**config.mk**
```make
export PLATFORM = sky130hd
export DESIGN_NAME = sensor_scan_ctrl
export DESIGN_NICKNAME = d
export VERILOG_FILES = /design/src/rtl/sensor_scan_ctrl.sv
export SDC_FILE = /design/constraint.sdc
export NUM_CORES = 1
export LEC_CHECK = 0
export CORE_MARGIN = 3
export CORE_UTILIZATION = 51
export CTS_CLUSTER_DIAMETER = 60
export DETAILED_ROUTE_END_ITERATION = 7
export GPL_ROUTABILITY_DRIVEN = 0
export PLACE_DENSITY_LB_ADDON = 0.08
export SLEW_MARGIN = 20
export SYNTH_ARGS = -nofsm -noshare
export SYNTH_HDL_FRONTEND = slang
export SYNTH_SLANG_ARGS = --single-unit
export TNS_END_PERCENT = 5
```
**constraint.sdc**
```tcl
create_clock -name clk -period 2.2 [get_ports clk]
set_input_delay 0.55 -clock clk [delete_from_list [all_inputs] [get_ports clk]]
set_output_delay 0.55 -clock clk [all_outputs]
set_load 0.1 [all_outputs]
```
**src/rtl/sensor_scan_ctrl.sv**
```systemverilog
// rtl/sensor_scan_ctrl.sv - 16:1 sensor mux scanner, per-channel debounce and arm/exit-delay/alarm FSM
// Optional feature: define TAMPER_EN to add the tamper input and sticky tamper_flag output.
module sensor_scan_ctrl #(
  parameter int DWELL    = 4,
  parameter int DEBOUNCE = 3,
  parameter int EXIT_DLY = 255
) (
  input  logic        clk,
  input  logic        rst,
`ifdef TAMPER_EN
  input  logic        tamper,
  output logic        tamper_flag,
`endif
  input  logic        arm,
  input  logic        disarm,
  input  logic [15:0] zone_mask,
  input  logic        mux_out,
  output logic [3:0]  mux_sel,
  output logic [15:0] trip_vec,
  output logic        scan_done,
  output logic        armed,
  output logic        alarm,
  output logic [3:0]  alarm_zone
);

  typedef enum logic [1:0] {
    S_DISARMED,
    S_EXIT_DELAY,
    S_ARMED,
    S_ALARM
  } state_t;

  state_t      state, state_nx;
  logic [3:0]  dwell;
  logic [1:0]  hits [16];
  logic [15:0] trip_q;
  logic [15:0] exit_cnt, exit_nx;
  logic [3:0]  zone_q, zone_nx;
  logic        sample;
  logic [1:0]  hit_cur, hit_nx;
  logic        trip_now;
  logic        qualify;

  assign sample   = (dwell == 4'(DWELL - 1));
  assign hit_cur  = hits[mux_sel];
  assign hit_nx   = !mux_out ? 2'd0 : ((hit_cur == 2'd3) ? 2'd3 : hit_cur + 2'd1);
  assign trip_now = (hit_nx >= 2'(DEBOUNCE));
  // Alarm decision uses the trip value being registered this cycle, not the stale one.
  assign qualify  = sample && trip_now && zone_mask[mux_sel];

  always_ff @(posedge clk) begin
    if (rst) begin
      dwell   <= '0;
      mux_sel <= '0;
      trip_q  <= '0;
      for (int i = 0; i < 16; i++) hits[i] <= '0;
    end else if (sample) begin
      dwell         <= '0;
      mux_sel       <= mux_sel + 4'd1;
      hits[mux_sel] <= hit_nx;
      trip_q[mux_sel] <= trip_now;
    end else begin
      dwell <= dwell + 4'd1;
    end
  end

  always_ff @(posedge clk) begin
    if (rst) begin
      state    <= S_DISARMED;
      exit_cnt <= '0;
      zone_q   <= '0;
    end else begin
      state    <= state_nx;
      exit_cnt <= exit_nx;
      zone_q   <= zone_nx;
    end
  end

  always_comb begin
    state_nx = state;
    exit_nx  = exit_cnt;
    zone_nx  = zone_q;
    case (state)
      S_DISARMED: begin
        if (arm && !disarm) begin
          state_nx = S_EXIT_DELAY;
          exit_nx  = '0;
        end
      end
      S_EXIT_DELAY: begin
        if (disarm)                             state_nx = S_DISARMED;
        else if (exit_cnt == 16'(EXIT_DLY - 1)) state_nx = S_ARMED;
        else                                    exit_nx  = exit_cnt + 16'd1;
      end
      S_ARMED: begin
        if (disarm) begin
          state_nx = S_DISARMED;
          zone_nx  = '0;
        end else if (qualify) begin
          state_nx = S_ALARM;
          zone_nx  = mux_sel;
        end
      end
      S_ALARM: begin
        if (disarm) begin
          state_nx = S_DISARMED;
          zone_nx  = '0;
        end
      end
      default: state_nx = S_DISARMED;
    endcase
`ifdef TAMPER_EN
    if (tamper) begin
      state_nx = S_ALARM;
      zone_nx  = 4'hF;
    end
`endif
  end

`ifdef TAMPER_EN
  always_ff @(posedge clk) begin
    if (rst) tamper_flag <= 1'b0;
    else     tamper_flag <= tamper_flag | tamper;
  end
`endif

  assign trip_vec   = trip_q;
  assign scan_done  = sample && (mux_sel == 4'hF);
  assign armed      = (state == S_ARMED) || (state == S_ALARM);
  assign alarm      = (state == S_ALARM);
  assign alarm_zone = zone_q;

endmodule

```
Word level (Yosys, flattened, before mapping)
Memories as Yosys holds them, arrays and structs flattened. A register that Yosys moved wholly into a read port is not among the register bits.
Cells that the tools add are included.
Widths: inputs -> output; s select.

storage, ports and cells
  bits in registers = 46
  bits in writable memories = 32
  output and inout bits = 27
  memories = 1

memories
  name  words  width  rd ports  clocked after memory_dff  write ports  RTL line  source
  hits  16     2      1         1                         16           35        logic [1:0] hits [16];

cells by class
  add/sub/neg operators = 4
  magnitude comparators = 3
  eq/ne operators = 13
  multiplexer cells = 32
  reductions and logical operators = 15

operator list
  kind                   number
  $mux 16                3
  $pmux 16 s2            1
  $mux 4                 6
  $mux 2                 9
  $add 16x1->16 const B  1
  $bwmux 16              1
  $eq 16x8->1 const B    1
  $add 4x1->4 const B    2
  $mux 1                 8
  $ne 2x2->1 const B     4
  $pmux 2 s4             1
  $pmux 4 s2             1
  $reduce_and 4->1       2
  $eq 2x2->1 const B     3
  $ne 3x3->1 const B     2
  $logic_and 1x1->1      5
  $lt 4x5->1 const B     1
  $bmux 1 s4             1
  $demux 1 s4            1
  $eq 4x2->1 const B     1
  $eq 4x4->1 const B     1
  $ge 4x1->1 const B     1
  $reduce_bool 2->1      2
  $reduce_or 2->1        2
  7 further kinds        7

Depth between registers and ports, before layout
Gate-level depths: netlist of the first run.

  word-level depth = 9
  mapped depth = 8

Worst setup path after synthesis of the first run
OpenSTA, ideal clock, no wires.

  kind = register -> register
  start point = reg mux_sel[0]
  end point = mem hits[15][0], enable pin
  arrival time = 3.206 ns
  setup slack = -1.304 ns
  cell stages (with the launch flop) = 5
  buffers on the path = 0
  clock period less this slack = 3.504 ns
  cell sequence = dfxtp_1 ha_1 nand2_1 nor2_1 or2_2

RTL lines
  what                      RTL line  source
  start: declaration        18        output logic [3:0] mux_sel,
  start signal: assignment  59        mux_sel <= mux_sel + 4'd1;
  end: declaration          35

==> results of run 1 <==
routing by layer:
metal | global-route usage, % | vias to the layer above | share of wire, %
li1 | - | 1660 | -
met1 | 32.7 | 1641 | 47
met2 | 35.1 | 95 | 46
met3 | 3.99 | 13 | 5.8
met4 | 6.04 | 0 | 1.2
met5 | 0 | - | 0
sequential cells by signal, summed over array words and instances, names as in the netlist, named ones only:
signal,flops
hits,32
exit_cnt,16
trip_vec,16
alarm_zone,4
dwell,4
mux_sel,4
state,2
through the flow:
| step | hold WS, ns | setup slack (ns) |
|---|---|---|
| detailed placement | 0.458 | -0.368 |
| floorplan | 0.432 | -0.0985 |
| global placement | 0.452 | -0.310 |
| finish | 0.436 | -0.0989 |
| global route | 0.455 | -0.173 |
| CTS | 0.434 | -0.120 |
kinds of logic (layout without fill, tap and decap cells):
kind of cell,Yosys count,in the layout,synth area share [%]
xor gates and xnor gates,10,10,2.11
buffers and inverters,36,118,3.89
DFF,82,82,47.3
and+or+nand+nor,182,182,23.0
AOI/OAI and AO/OA,71,71,13.7
muxes,22,22,7.90
adders and majority gates,7,7,2.11
synthesized netlist by cell type (all sizes together) (3+ instances only):
| cell | number |
|---|---|
| a31o | 5 |
| o2111ai | 4 |
| nor4 | 3 |
| or2 | 13 |
| nand2 | 30 |
| nor2 | 66 |
| nand3b | 4 |
| o211ai | 5 |
| or3 | 5 |
| ha | 7 |
| a211oi | 17 |
| a41o | 3 |
| nor2b | 4 |
| nor3b | 5 |
| mux2i | 8 |
| o22ai | 6 |
| xor2 | 3 |
| mux4 | 8 |
| nand4 | 5 |
| clkbuf | 17 |
| o21ai | 5 |
| xnor2 | 7 |
| buf | 7 |
| mux2 | 6 |
| a21oi | 10 |
| nor3 | 19 |
| dfxtp | 50 |
| nand3 | 9 |
| edfxtp | 32 |
| inv | 11 |
| a2111oi | 4 |
| nand2b | 7 |
what timing repair did:
action / 4_1_cts / 5_1_grt
setup endpoints to repair: 37 / 47
pin swaps: 2 / 1
hold endpoints to repair: 0 / 0
gates resized for setup: 5 / 4
worst register-to-register path: stages, from the launching register on:
cell	delay [ns]
dfxtp_4	0.45
mux4_2	0.53
mux4_2	0.53
o31ai_4	0.27
buf_12	0.20
nor3_1	0.07
how the worst min path moves through the flow:
stage	start	end
after floorplan	dwell[0]	dwell[0]
after global routing	dwell[0]	dwell[0]
final	dwell[0]	dwell[0]
after detailed placement	dwell[0]	dwell[0]
after CTS	dwell[0]	dwell[0]
after global placement	dwell[0]	dwell[0]
report_power, final:
group / leakage (uW) / internal, uW / switching [uW] / total, uW
registers: 0.000738 / 1600 / 22.6 / 1620
logic: 0.00102 / 173 / 186 / 358
clock network: 0.000115 / 595 / 570 / 1160
final cells by class:
type / instances / share of cell area [%]
Multi-Input combinational cell: 292 / 39.0
Sequential cell: 82 / 37.6
Timing Repair Buffer: 90 / 16.0
Clock buffer: 12 / 3.56
Tap cell: 102 / 2.42
Inverter: 12 / 0.853
Clock inverter: 4 / 0.711
==> impl_metrics.ini, run 1 <==
[timing]
drv_slew = 0
final_hold_viol_count = 0
rsz0062_at_grt = true
setup_violations = 31
tns_ns = -1.38
layout_setup_ws_ns = -0.0989
fin_skew_ns = 0.0105
min_period_ns = 2.30
timing.fmax_ghz = 0.435
finalCritPeriodShare_pct = 104
relSlewSlack_pct = 59.3
worst_pin_slew_ns = 0.605

[floorplanning]
die_height_um = 96.2
ios = 48
core_um2 = 7810
die_area_um2 = 9250
num_rows = 32
initial_core_util_pct = 53.1
die_width_um = 96.2

[synth]
yosys.area.top_type_share_pct = 24.1
ys.flop_type = dfxtp_1
synthTopCellsByArea = dfxtp_1 24%, edfxtp_1 23%, nor2_1 5.1%, mux4_2 4.3%, a211oi_1 3.1%
synth_top_area_cell = dfxtp_1
synth_cell_types = 60
synthArstFlopShare_pct = 0
synth_seq_cells = 82
ys_seq_area_share_pct = 47.3
syn_area_um2 = 4150
ys_warn_count = 0
syn_area_per_cell_um2 = 10.1
syn_nets = 438
synth-edff-count = 32
synthCells = 410

[critical_path]
path_max_fanout = 16
cp-start-kind = flop
crit_required_ns = 2.29
cp.arrival_ns = 2.39
worstSetupPathDepth = 5
crit_chain = mux4_2 > mux4_2 > o31ai_4 > buf_12 > nor3_1
critPathTopFamily = multiplexers
r2r_setup_slack_ns = -0.1
cp-end-kind = flop
crit_path_frequent_cell = mux4_2
critPathCapture = hits[5][1]
crit_buf_inv = 1
r2r_cells = 5
cp_slowest_stage_delay_ns = 0.53
crit_type = reg2reg
slowest_stage = mux4_2
timing.rr.end = hits[5][1]

[layout]
multi_input_area_um2 = 2060
nNetsFinal = 515
seqCellArea_um2 = 1980
synthToLayoutAreaGrowth_pct = 27.2
instances_no_fill = 594
num_antenna_cells = 0
fill_cells = 637
fin_area_um2 = 5280
layout_commonest_cell = buf_4
final_util_pct = 67.6
drive_above_1_share_pct = 30.1
layout_common_cells = 60 x buf_4, 55 x nor2_1, 44 x dfxtp_1

[clock_network]
clk_pin_slew_ns = 0.08
cts_sinks = 82
insertion_delay_ns = 0.35
cts-hold-fix-buffers = 0
htreeDepth = 3
cts_setup_buffers = 0
cts_tree = built
cts_max_path_buffers = 2
cts_root_buf = clkbuf_8
numCtsBuffers = 9

[route]
drt_first_pass_iters = 4
drc_errors = 0
vias = 3409
drtIter0Drc = 189
wire_per_inst_um = 16.4
ant_nets = 0
vias_per_cell = 5.74
totalWireLength_um = 9740

[placed_design]
hpwl_um = 7130
io_buffers = 47
dp_cells = 578
postPlaceCellArea_um2 = 5030

[power_and_ir_drop]
leakage_uw = 0.00188
power_density_nw_per_um2 = 596
p_total_uw = 3150
vdd.ir_drop.worst_mv = 0.442

[run]
maxCapViolations = 0

[global_route]
antenna_found_initial = 0
globalRouteOverflowTotal = 0
grt_max_degree = 42
grt_pass1_wl_um = 16200
grtUsageTotal_pct = 22.7
grt_pass1_vias = 3266

[hold_path]
min_path_type = reg2reg
holdPathStages = 1

[run_status]
status = finished, violations left
violations = setup timing
Power figures use the tool's default switching activity.
==> run 2, diff against run 1 <==
CTS_CLUSTER_SIZE = 8   (was unset)
PLACE_DENSITY = 0.75   (was unset)
PLACE_DENSITY_LB_ADDON = unset   (was 0.08)
==> run 2 against run 1 <==
Effect of this change:
- the flow still finishes with violations (setup timing)
- count of clock-buffer cells in the layout fell by 3
- cell count fell by 0.17%
- final area fell by 0.43%
- non-clock buffer count fell by 1
- critical path depth did not move
- fmax fell by 0.52%
- sequential cell count did not move
- worst setup slack got worse by 0.012 ns
- register-to-register slack barely moved
- combinational power fell by 1%
- global-route usage fell by 1.0 points
- power fell by 0.90%
- critical path type unchanged
- critical endpoint is now hits[12][1]
- largest cell class unchanged
- highest routed layer unchanged
==> impl_metrics.ini, run 2 (same netlist as run 1, synthesis figures left out) <==
[layout]
drive_above_1_share_pct = 30.5
synthToLayoutAreaGrowth_pct = 26.7
instances_no_fill = 593
num_antenna_cells = 0
layout_common_cells = 60 x buf_4, 54 x nor2_1, 44 x dfxtp_1
largest_reg_flops = 32
top_register = hits
layout_commonest_cell = buf_4
nNetsFinal = 514

[floorplanning]
die_width_um = 96.2
core_um2 = 7810
die_height_um = 96.2
initial_core_util_pct = 53.1
ios = 48
num_rows = 32
die_area_um2 = 9250

[clock_network]
cts_tree = built
clk_pin_slew_ns = 0.09
cts_root_buf = clkbuf_8
insertion_delay_ns = 0.35
cts-hold-fix-buffers = 0
numCtsBuffers = 9
cts_max_path_buffers = 2
cts_sinks = 82
htreeDepth = 3

[timing]
tns_ns = -1.37
worst_pin_slew_ns = 0.508
final_hold_viol_count = 0
min_period_ns = 2.31
finalCritPeriodShare_pct = 105
rsz0062_at_grt = true
setup_violations = 17
timing.fmax_ghz = 0.433
relSlewSlack_pct = 65.9
drv_slew = 0
layout_setup_ws_ns = -0.111
fin_skew_ns = 0.0173

[hold_path]
min_path_type = reg2reg
worstHoldStart = dwell[0]

[power_and_ir_drop]
vdd.ir_drop.worst_mv = 0.363
leakage_uw = 0.00187
power_density_nw_per_um2 = 593

[route]
totalWireLength_um = 9500
wire_per_inst_um = 16.0
drc_errors = 0
drtIter0Drc = 249
ant_nets = 0
vias_per_cell = 5.68
vias = 3366
drt_first_pass_iters = 5

[global_route]
grt_pass1_vias = 3160
antenna_found_initial = 0
grt_max_degree = 49
grtUsageTotal_pct = 21.7
grt_pass1_wl_um = 15400
globalRouteOverflowTotal = 0

[placed_design]
io_buffers = 47
hpwl_um = 6840
dp_cells = 576
detailedPlace.worstSlack_ns = -0.289

[critical_path]
cp-end-kind = flop
critPathCapture = hits[12][1]
path_max_fanout = 16
crit_type = reg2reg
r2r_cells = 5
cp-start-kind = flop
timing.rr.end = hits[12][1]
crit_required_ns = 2.29
cp.arrival_ns = 2.40
r2r_setup_slack_ns = -0.11

[run_status]
violations = setup timing
status = finished, violations left

[run]
maxCapViolations = 0
-- run 2: repair_timing --
item	CTS	global route
setup buffers	1	0
endpoints found under the hold margin	0	0
resized for setup	2	11
setup endpoints to repair	44	49
pin swaps	2	4
-- run 2: critical path, cell delays in order (launching register included) --
cell and delay, ns:
dfxtp_4 0.44, mux4_2 0.54, mux4_2 0.53, o31ai_4 0.27, buf_12 0.20, nor3_1 0.06
-- run 2: final cells by class --
class,count,area [um^2]
clock buffer,9,124
clock inverter,7,80.1
fill,563,2550
inverter,12,45.0
multi-input combinational,292,2070
sequential,82,1980
tap,102,128
timing repair buffer,89,831
-- run 2: per-stage QoR --
stage	cell area (um^2)	power (uW)	util (%)	hold WS, ns
after floorplan	4180	1860	-	0.432
final	5260	3120	67.3	0.439
after CTS	5230	3130	66.9	0.482
after global routing	5260	3210	67.3	0.454
after global placement	5010	2000	64.2	0.452
after detailed placement	5010	2010	64.2	0.466
-- run 2: where the power goes --
group | internal (uW) | total [uW] | switching [uW]
registers | 1600 | 1630 | 24.1
clock network | 544 | 1140 | 596
logic | 171 | 353 | 182
-- run 2: worst min path at each step --
stage | to | slack (ns) | cells after the start
after floorplan | dwell[0] | 0.43 | 1
after global placement | dwell[0] | 0.45 | 1
after detailed placement | trip_vec[6] | 0.47 | 2
after CTS | trip_vec[6] | 0.48 | 2
after global routing | dwell[0] | 0.45 | 1
final | dwell[0] | 0.44 | 1
-- run 2: per-layer routing --
metal	track usage [%]	up-vias	wire length, um
met5	0	-	0
met4	8.18	0	132
met3	5.16	15	527
met2	32.9	110	4420
met1	30.0	1590	4420
li1	-	1651	-
